## src/rtl/fifo_reader.sv

```systemverilog
// -----------------------------------------------------------------------------
// fifo_reader
//
// Read-side burst engine for the synchronous FIFO. A start command pulls
// burst_len words out of the upstream FIFO and hands each one to a downstream
// consumer over a valid/ready stream. done pulses once the whole burst has
// been handed off. abort cancels a burst in progress.
//
// Ports
//   clk         system clock, all state updates on the rising edge
//   reset       asynchronous active-low reset
//   start       burst request, sampled only in IDLE
//   burst_len   words in the burst, latched when start is accepted
//   abort       synchronous burst cancel
//   busy        high in every state except IDLE
//   done        one-cycle pulse at burst completion
//   count       words delivered in the current / last burst
//   fifo_rd     FIFO read strobe (combinational)
//   fifo_empty  FIFO empty flag
//   fifo_data   FIFO read data, valid the cycle after fifo_rd
//   m_data      stream data (registered)
//   m_valid     stream valid (registered)
//   m_ready     stream ready from the consumer
//
// States
//   state     | meaning
//   ----------+--------------------------------------------------------------
//   S_IDLE    | waiting for start with a non-zero burst_len
//   S_REQ     | strobe fifo_rd as soon as the FIFO is not empty
//   S_CAPT    | fifo_data valid; capture it into m_data, raise m_valid
//   S_PRESENT | hold m_data/m_valid until the consumer accepts the word
//   S_DONE    | one-cycle done pulse, then back to IDLE
// -----------------------------------------------------------------------------
module fifo_reader #(
    parameter int WIDTH = 8,
    parameter int LEN_W = 4
) (
    input  logic             clk,
    input  logic             reset,
    input  logic             start,
    input  logic [LEN_W-1:0] burst_len,
    input  logic             abort,
    output logic             busy,
    output logic             done,
    output logic [LEN_W-1:0] count,
    output logic             fifo_rd,
    input  logic             fifo_empty,
    input  logic [WIDTH-1:0] fifo_data,
    output logic [WIDTH-1:0] m_data,
    output logic             m_valid,
    input  logic             m_ready
);

    typedef enum logic [2:0] {
        S_IDLE    = 3'd0,
        S_REQ     = 3'd1,
        S_CAPT    = 3'd2,
        S_PRESENT = 3'd3,
        S_DONE    = 3'd4
    } state_t;

    localparam logic [LEN_W-1:0] LEN_ZERO = '0;
    localparam logic [LEN_W-1:0] LEN_ONE  = LEN_W'(1);

    state_t           state;
    state_t           state_next;
    logic [LEN_W-1:0] remaining;

    logic start_ok;
    logic handshake;

    assign start_ok  = start && (burst_len != LEN_ZERO);
    // abort takes priority over a same-cycle m_ready: the word is dropped
    assign handshake = (state == S_PRESENT) && m_valid && m_ready && !abort;

    // ------------------------------------------------------------------
    // State register
    // ------------------------------------------------------------------
    always_ff @(posedge clk or negedge reset) begin
        if (!reset) begin
            state <= S_IDLE;
        end else begin
            state <= state_next;
        end
    end

    // ------------------------------------------------------------------
    // Next-state logic
    // ------------------------------------------------------------------
    always_comb begin
        state_next = state;
        case (state)
            S_IDLE: begin
                if (start_ok) begin
                    state_next = S_REQ;
                end
            end
            S_REQ: begin
                if (abort) begin
                    state_next = S_IDLE;
                end else if (!fifo_empty) begin
                    state_next = S_CAPT;
                end
            end
            S_CAPT: begin
                if (abort) begin
                    state_next = S_IDLE;
                end else begin
                    state_next = S_PRESENT;
                end
            end
            S_PRESENT: begin
                if (abort) begin
                    state_next = S_IDLE;
                end else if (handshake) begin
                    // remaining still holds the pre-decrement value here
                    if (remaining == LEN_ONE) begin
                        state_next = S_DONE;
                    end else begin
                        state_next = S_REQ;
                    end
                end
            end
            S_DONE: begin
                state_next = S_IDLE;
            end
            default: begin
                state_next = S_IDLE;
            end
        endcase
    end

    // ------------------------------------------------------------------
    // Output logic
    // ------------------------------------------------------------------
    always_comb begin
        busy    = 1'b0;
        done    = 1'b0;
        fifo_rd = 1'b0;
        case (state)
            S_IDLE: begin
                busy = 1'b0;
            end
            S_REQ: begin
                busy = 1'b1;
                // The strobe depends only on the FIFO flag; an abort in this
                // cycle still consumes the word being read.
                fifo_rd = !fifo_empty;
            end
            S_CAPT, S_PRESENT: begin
                busy = 1'b1;
            end
            S_DONE: begin
                busy = 1'b1;
                done = 1'b1;
            end
            default: begin
                busy = 1'b0;
            end
        endcase
    end

    // ------------------------------------------------------------------
    // Datapath: burst bookkeeping and registered stream outputs
    // ------------------------------------------------------------------
    always_ff @(posedge clk or negedge reset) begin
        if (!reset) begin
            remaining <= '0;
            count     <= '0;
            m_data    <= '0;
            m_valid   <= 1'b0;
        end else begin
            case (state)
                S_IDLE: begin
                    if (start_ok) begin
                        remaining <= burst_len;
                        count     <= '0;
                    end
                end
                S_CAPT: begin
                    if (!abort) begin
                        m_data  <= fifo_data;
                        m_valid <= 1'b1;
                    end
                end
                S_PRESENT: begin
                    if (abort) begin
                        m_valid <= 1'b0;
                    end else if (handshake) begin
                        count     <= count + LEN_ONE;
                        remaining <= remaining - LEN_ONE;
                        m_valid   <= 1'b0;
                    end
                end
                default: begin
                    if (abort) begin
                        m_valid <= 1'b0;
                    end
                end
            endcase
        end
    end

endmodule

```

## config.mk

```make
export PLATFORM = sky130hd
export DESIGN_NAME = fifo_reader
export DESIGN_NICKNAME = d
export VERILOG_FILES = /design/src/rtl/fifo_reader.sv
export SDC_FILE = /design/constraint.sdc
export NUM_CORES = 1
export LEC_CHECK = 0
export BUFFER_PORTS_ARGS = -buffer_cell sky130_fd_sc_hd__buf_2
export CAP_MARGIN = 20
export CORE_MARGIN = 3
export CORE_UTILIZATION = 53
export CTS_CLUSTER_DIAMETER = 30
export CTS_CLUSTER_SIZE = 12
export DETAILED_ROUTE_END_ITERATION = 8
export PLACE_DENSITY_LB_ADDON = 0.2
export SLEW_MARGIN = 40
export SYNTH_ARGS = -nofsm -noshare
export SYNTH_HDL_FRONTEND = slang
export SYNTH_SLANG_ARGS = --single-unit
export TNS_END_PERCENT = 100
```

## constraint.sdc

```tcl
create_clock -name clk -period 4.9 [get_ports clk]
set_clock_uncertainty 0.2 [all_clocks]
set_input_delay 0.735 -clock clk [delete_from_list [all_inputs] [get_ports clk]]
set_output_delay 0.735 -clock clk [all_outputs]
set_load 0.005 [all_outputs]
```

=== Word level (Yosys, flattened, before mapping) ===
Cells that the tools add are included.

* Eq/ne operators: 11
* Add/sub/neg operators: 2
* Reduce and logical (&&, ||, !) cells: 15
* Multiplexer cells: 24
* Bitwise gates (word level): 2

{| class="wikitable"
|+ Operators with widths
! cell !! count
|-
| 4-bit 2-to-1 mux || 6
|-
| 3-bit 2-to-1 mux || 6
|-
| 4-bit case mux with 2 select lines || 2
|-
| 3-bit case mux with 4 select lines || 1
|-
| 2-bit != test (second input constant) || 4
|-
| 4-bit AND reduction || 2
|-
| 1-bit 2-to-1 mux || 7
|-
| 3-bit by 2-bit equality test with 1-bit output (second input constant) || 2
|-
| 3-bit != test (second input constant) || 2
|-
| 4-bit by 1-bit adder with 4-bit output (second input constant) || 1
|-
| 4-bit by 1-bit equality test with 1-bit output (second input constant) || 1
|-
| 1-bit logical AND || 4
|-
| 4-bit nonzero test || 1
|-
| 4-bit OR reduction || 1
|-
| 4-bit by 1-bit subtractor with 4-bit output (second input constant) || 1
|-
| 3-bit by 1-bit equality test with 1-bit output (second input constant) || 1
|-
| 3-bit equality test (second input constant) || 1
|-
| 3-bit zero test || 1
|-
| 1-bit case mux with 3 select lines || 1
|-
| 3-bit AND reduction || 1
|-
| 3-bit nonzero test || 1
|-
| 1-bit zero test || 2
|-
| 2-bit 2-to-1 mux || 1
|-
| 1-bit inverter || 2
|-
| 2 further kinds || 2
|}

* Input port bits: 18
* Output and inout bits: 16
* Register bits: 20

=== Longest topological paths before layout ===
Gate-level depths: netlist of the first run.

* Depth in word-level cells: 7
* Gate-level depth with buffers: 7

=== Least setup slack after synthesis of the first run ===
No wires, ideal clock.

* Path type: input port to flip-flop
* Start: in abort
* End: reg remaining[0]
* Slack: 2722 ps
* Data arrival time: 1853 ps
* Stages: 5
* Buffers on the path: 2
* Setup time: 125 ps
* Path through: or3b_1 > buf_2 > o22a_1 > buf_6 > mux2_4

* Cells in the longest elaborated chain, start to end: 4

{| class="wikitable"
|+ RTL lines
! what !! RTL line !! text
|-
| start, declared || 42 || <nowiki>input logic abort,</nowiki>
|-
| 1-bit zero test || - ||
|-
| 1-bit logical AND || 74 || <nowiki>assign handshake = (state == S_PRESENT) && m_valid && m_ready && !abort;</nowiki>
|-
| 2-bit != test (no source line) || - ||
|-
| 4-bit AND reduction (no source line) (*) || - ||
|-
| end signal, assigned || 176 || <nowiki>remaining <= burst_len;</nowiki>
|-
| end signal, assigned || 191 || <nowiki>remaining <= remaining - LEN_ONE;</nowiki>
|-
| end, declared || 67 || <nowiki>logic [LEN_W-1:0] remaining;</nowiki>
|}

Mark *: on every way between the ends. The rest lies on a longest branch, timed or not.
A chain may end at the register's enable or synchronous reset.

=== Worst setup path in the final report of the first run ===
* Start: reg state[2]
* End: out fifo_rd

* Cells in the longest elaborated chain, start to end: 2

{| class="wikitable"
|+ RTL lines
! what !! RTL line !! text
|-
| start, declared || 65 || <nowiki>state_t state;</nowiki>
|-
| start signal, assigned || 83 || <nowiki>state <= state_next;</nowiki>
|-
| 3-bit by 1-bit equality test with 1-bit output || 140 || <nowiki>case (state)</nowiki>
|-
| 1-bit 2-to-1 mux || 140 ||
|-
| end, declared || 46 || <nowiki>output logic fifo_rd,</nowiki>
|}

No other way between the ends.

==> results_dict.tcl, run 1 <==
set metrics [dict create \
    worst-path-buf-inv 1 \
    crit_start "state[2]$_DFFE_PN0P_" \
    timing.rr.end "m_data[4]$_DFFE_PN0P_" \
    routed_wl_mm 2.00 \
    portBuffers 33 \
    cts_hold_buffers 0 \
    row_count 15 \
    cts_buffers 3 \
    post_cts_buffers 0 \
    area_growth_pct 18.7 \
    layout_common_cells "33 x buf_2, 20 x dfrtp_1, 10 x o21ai_0, 8 x mux2_2" \
    cts_max_path_buffers 2 \
    ys_ff_latch 20 \
    synth_area_leaders "dfrtp_1 47%, mux2_2 8.5%, o21ai_0 4.7%, ha_1 3.6%, mux2_4 2.8%" \
    drv_cap 0 \
    layout_commonest_cell "buf_2" \
    cp.required_ps 3960 \
    yosys_warnings 0 \
    h-tree-depth 1 \
    antenna_found_initial 0 \
    cp-start-kind "flop" \
    syn_inst 103 \
    finalHoldViolCount 0 \
    hold_ws_ps 159 \
    synthDistinctLibCells 38 \
    grt.total_usage 0.184 \
    hpwl_mm 1.59 \
    nFillCells 157 \
    clk_latency_ps 290 \
    dp_slack_ps 2490 \
    crit_fanout 10 \
    hold_class "in2async" \
    cp_cell_sequence "or2_2 -> nor3b_1 -> buf_2" \
    synth_area_um2 1050 \
    post-route-min-period_ps 2360 \
    fmax_ghz 0.424 \
    antenna_cells 0 \
    peakVddDrop_uv 262 \
    clockRootBuffer "clkbuf_4" \
    critPathMaxStageDelay_ps 490 \
    reg2reg_slack_ps 2870 \
    vias 883 \
    post-route-util 0.695 \
    die_h_um 50.6 \
    synth_top_area_cell "dfrtp_1" \
    clk_pin_slew_ps 110 \
    grt_first_pass_wirelength_mm 3.59 \
    pin_count 34 \
    total_leakage_power_uw 0.000625 \
    first_global_vias 836 \
    cts_tree "built" \
    wl_per_cell_um 12.5 \
    ys_seq_area_frac 0.474 \
    worst_r2r_path_depth 3 \
    finalSetupTns_ps 0 \
    postSynthAreaPerCell_um2 10.2 \
    final_antenna_net_count 0 \
    crit_slowest_cell "dfrtp_1" \
    crit_type "reg2out" \
    grt_max_degree 21 \
    dieArea_um2 2560 \
    clkSinkCount 20 \
    finalCritPeriodShare 0.481 \
    cp_top_family "simple AND/OR/NAND/NOR gates" \
    fin_ws_ps 2540 \
    drt_iter0_markers 7 \
    via_per_inst 5.52 \
    final_nets 157 \
    drtPass1Iterations 4 \
    relSlewSlack 0.722 \
    worstMarginPinSlew_ps 412 \
    powerDensity_nw_per_um2 486 \
    core_area_um2 1800 \
    status "completed" \
    drive_gt1_frac 0.370 \
    overflow 0 \
    slew_viol_final 0 \
    start_util 0.585 \
    critPathCaptureType "primary output" \
    r2r_start "state[1]$_DFFE_PN0P_" \
    die_w_um 50.6 \
    drc 0 \
    setup_viol 0 \
    place.gp.congestion 0.804 \
    arrival_ps 1420 \
    rsz0062_at_grt "no" \
    ctsResizeCount 0 \
    synth_top_area_share 0.474 \
    syn-num-nets 124 \
]
[cell usage after synthesis]
cell,count
o21ai_0,10
or4_1,1
or2_2,2
nor3_1,4
o211ai_1,1
nand2b_1,2
nand4_1,1
o41ai_1,1
a31oi_1,1
and3_1,1
a22o_1,1
mux2_4,2
nor2_2,1
or3b_1,1
buf_4,2
o31ai_1,1
o22ai_1,1
and2_1,1
a21oi_1,3
or3_1,1
xor2_1,1
o22a_1,1
dfrtp_1,20
inv_1,5
xnor2_1,1
ha_1,3
a2bb2oi_1,1
nor2b_1,1
nand2_1,7
a221oi_1,1
nand3b_1,1
clkbuf_1,1
nand3_1,3
nor3b_1,2
mux2_2,8
buf_6,1
nor2_1,7
buf_2,1
[cell families after synthesis]
| group | synth area share |
|---|---|
| compound gates | 0.129 |
| xor+xnor | 0.0166 |
| fa+ha+maj | 0.0356 |
| buf+inv | 0.0510 |
| flops | 0.474 |
| mux | 0.114 |
| simple gates | 0.179 |
[metrics by stage]
stage                     area [µm²]  instances  power [µW]
final                           1250        160         609
after global routing            1250        160         660
after CTS                       1250        160         615
after detailed placement        1220        156         523
after global placement          1220        156         510
after floorplan                 1050        103         444
[worst reg2reg max path, cell delays in order (launching register included)]
cell and delay, ps:
dfrtp_1 510, or3b_1 470, nor2_2 350, mux2_2 390
[power breakdown]
| part | leakage, µW | switching [µW] | internal [µW] | total, µW |
|---|---|---|---|---|
| Sequential | 0.000253 | 59.4 | 226 | 285 |
| Combinational | 0.000351 | 103 | 128 | 231 |
| Clock | 0.0000210 | 47.0 | 45.3 | 92.3 |
[worst max path at each step]
stage,cells past startpoint,to,slack (ps)
6_report,3,fifo_rd,2540
5_1_grt,3,fifo_rd,2440
4_1_cts,3,fifo_rd,2530
3_5_place_dp,4,m_data[4]$_DFFE_PN0P_,2490
3_3_place_gp,4,m_data[4]$_DFFE_PN0P_,2520
2_1_floorplan,5,remaining[0]$_DFFE_PN0P_,2720
[registers in the layout, indices dropped and copies added, names as in the netlist]
register,flops
m_data,8
count,4
remaining,4
state,3
m_valid,1
[area by class of cell]
class / instances / area [µm²] / share of cell area
clock buffer: 4 / 36.3 / 0.0290
inverter: 5 / 18.8 / 0.0150
timing repair buffer: 33 / 165 / 0.132
sequential: 20 / 500 / 0.400
multi-input combinational: 73 / 500 / 0.400
tap: 25 / 31.3 / 0.0250
[metal layers]
metal / vias to the layer above / global-route usage / part of all wire
met5: - / 0 / 0
met3: 4 / 0.0297 / 0.055
met4: 0 / 0.0807 / 0.015
met2: 27 / 0.317 / 0.51
met1: 422 / 0.225 / 0.42
li1: 430 / - / -
Note: power is estimated with default switching activity, not from simulation.
==> inputs of run 2 (changes only) <==
- CORE_UTILIZATION: 53 -> 49
- clock period: 4.9 -> 2.4 ns (I/O delays scaled with it)
==> run 2 against run 1 <==
  * First-iteration DRC count rose by 86%
  * Total power rose by 120%
  * Clock-buffer cell count fell by 1
  * Worst setup slack got worse by 2200 ps
  * Largest power group unchanged
  * Highest routed layer unchanged
==> results_dict.tcl, run 2 (synthesis gave the netlist of run 1 again) <==
set metrics [dict create \
    status "completed" \
    layout_common_cells "33 x buf_2, 20 x dfrtp_1, 10 x o21ai_0, 8 x mux2_2" \
    finalSetupTns_ps 0 \
    die_w_um 52.4 \
    start_util 0.527 \
    crit_type "reg2reg" \
    antenna_found_initial 0 \
    post-route-min-period_ps 2050 \
    clockRootBuffer "clkbuf_4" \
    place.gp.congestion 0.799 \
    largest_registers "m_data (8), count (4), remaining (4)" \
    cts_hold_buffers 1 \
    dieArea_um2 2750 \
    via_per_inst 5.38 \
    h-tree-depth 1 \
    cp_cell_sequence "or3b_1 -> nor2_2 -> mux2_2" \
    cts_max_path_buffers 2 \
    drt_iter0_markers 13 \
    final_nets 158 \
    post_cts_buffers 0 \
    slew_viol_final 0 \
    routed_wl_mm 2.24 \
    row_count 16 \
    critPathCaptureType "flop" \
    overflow 0 \
    finalHoldViolCount 0 \
    grt.total_usage 0.171 \
    layout_commonest_cell "buf_2" \
    drv_cap 0 \
    cp_top_family "simple AND/OR/NAND/NOR gates" \
    cts_tree "built" \
    top_register "m_data" \
    first_global_vias 787 \
    drtPass1Iterations 7 \
    wl_per_cell_um 13.7 \
    portBuffers 33 \
    cp.required_ps 2400 \
    ctsResizeCount 0 \
    worst-path-buf-inv 0 \
    final_antenna_net_count 0 \
    total_leakage_power_uw 0.000636 \
    largest_reg_flops 8 \
    cp-start-kind "flop" \
    hold_class "in2reg" \
    nFillCells 172 \
    crit_fanout 10 \
    grt_max_degree 21 \
    crit_slowest_cell "dfrtp_1" \
    peakVddDrop_uv 705 \
    critPathMaxStageDelay_ps 510 \
    dpl-instance-area_um2 1220 \
    hpwl_mm 1.62 \
    fmax_ghz 0.487 \
    setup_viol 0 \
    worstMarginPinSlew_ps 453 \
    drive_gt1_frac 0.368 \
    clk_latency_ps 300 \
    area_growth_pct 21.5 \
    drc 0 \
    die_h_um 52.4 \
    antenna_cells 0 \
    rsz0062_at_grt "no" \
    clk_pin_slew_ps 120 \
    arrival_ps 2060 \
    core_area_um2 2000 \
    cts_buffers 3 \
    grt_first_pass_wirelength_mm 3.51 \
    vias 877 \
    design_area_um2 1280 \
    relSlewSlack 0.698 \
    clkSinkCount 20 \
    finalCritPeriodShare 0.855 \
    pin_count 34 \
    powerDensity_nw_per_um2 1040 \
]
==> run 2: stage by stage <==
stage                     hold slack (ps)  power [µW]  setup slack [ps]  utilization  cells
after global placement                120        1050               383        0.609    158
after detailed placement              131        1060               358        0.609    158
final                                78.7        1330               348        0.640    163
after CTS                            73.6        1340               346        0.640    163
after floorplan                      -136         905               491            -    103
after global routing                 63.0        1430               240        0.640    163
==> run 2: worst reg2reg max path, delay by kind of cell (launching register included) <==
kind,cells,cell delay [ps]
muxes,1,380
DFF,1,510
and+or+nand+nor,2,870
==> run 2: layout make-up <==
class | count | area [µm²] | area share
Tap cell | 27 | 33.8 | 0.0264
Timing Repair Buffer | 34 | 175 | 0.137
Sequential cell | 20 | 500 | 0.391
Multi-Input combinational cell | 73 | 500 | 0.391
Clock buffer | 3 | 22.5 | 0.0176
Clock inverter | 1 | 30.0 | 0.0234
Inverter | 5 | 18.8 | 0.0146
==> run 2: path summary, 6_finish.rpt <==
| kind | to | from | cells after the start | slack (ps) |
|---|---|---|---|---|
| worst max-delay path | m_data[2]$_DFFE_PN0P_ | state[1]$_DFFE_PN0P_ | 3 | 350 |
| worst min-delay path | m_data[0]$_DFFE_PN0P_ | fifo_data[0] | 2 | 80 |
| worst max register to register | m_data[2]$_DFFE_PN0P_ | state[1]$_DFFE_PN0P_ | 3 | 350 |
| worst min register to register | m_data[4]$_DFFE_PN0P_ | m_data[4]$_DFFE_PN0P_ | 1 | 320 |
| max in group asynchronous | remaining[2]$_DFFE_PN0P_ | reset | 2 | 1350 |
| min in group asynchronous | m_data[5]$_DFFE_PN0P_ | reset | 2 | 330 |
==> run 2: report_power, final <==
part	leakage (µW)	switching (µW)	internal, µW	total [µW]
Combinational	0.000355	217	261	478
Sequential	0.000253	117	461	578
Clock	0.0000279	110	169	278
==> run 2: routing by layer <==
layer	wire length [µm]	track usage	vias to the layer above
li1	-	-	430
met1	969	0.226	415
met2	1110	0.277	28
met3	134	0.0342	4
met4	18	0.0596	0
met5	0	0	-
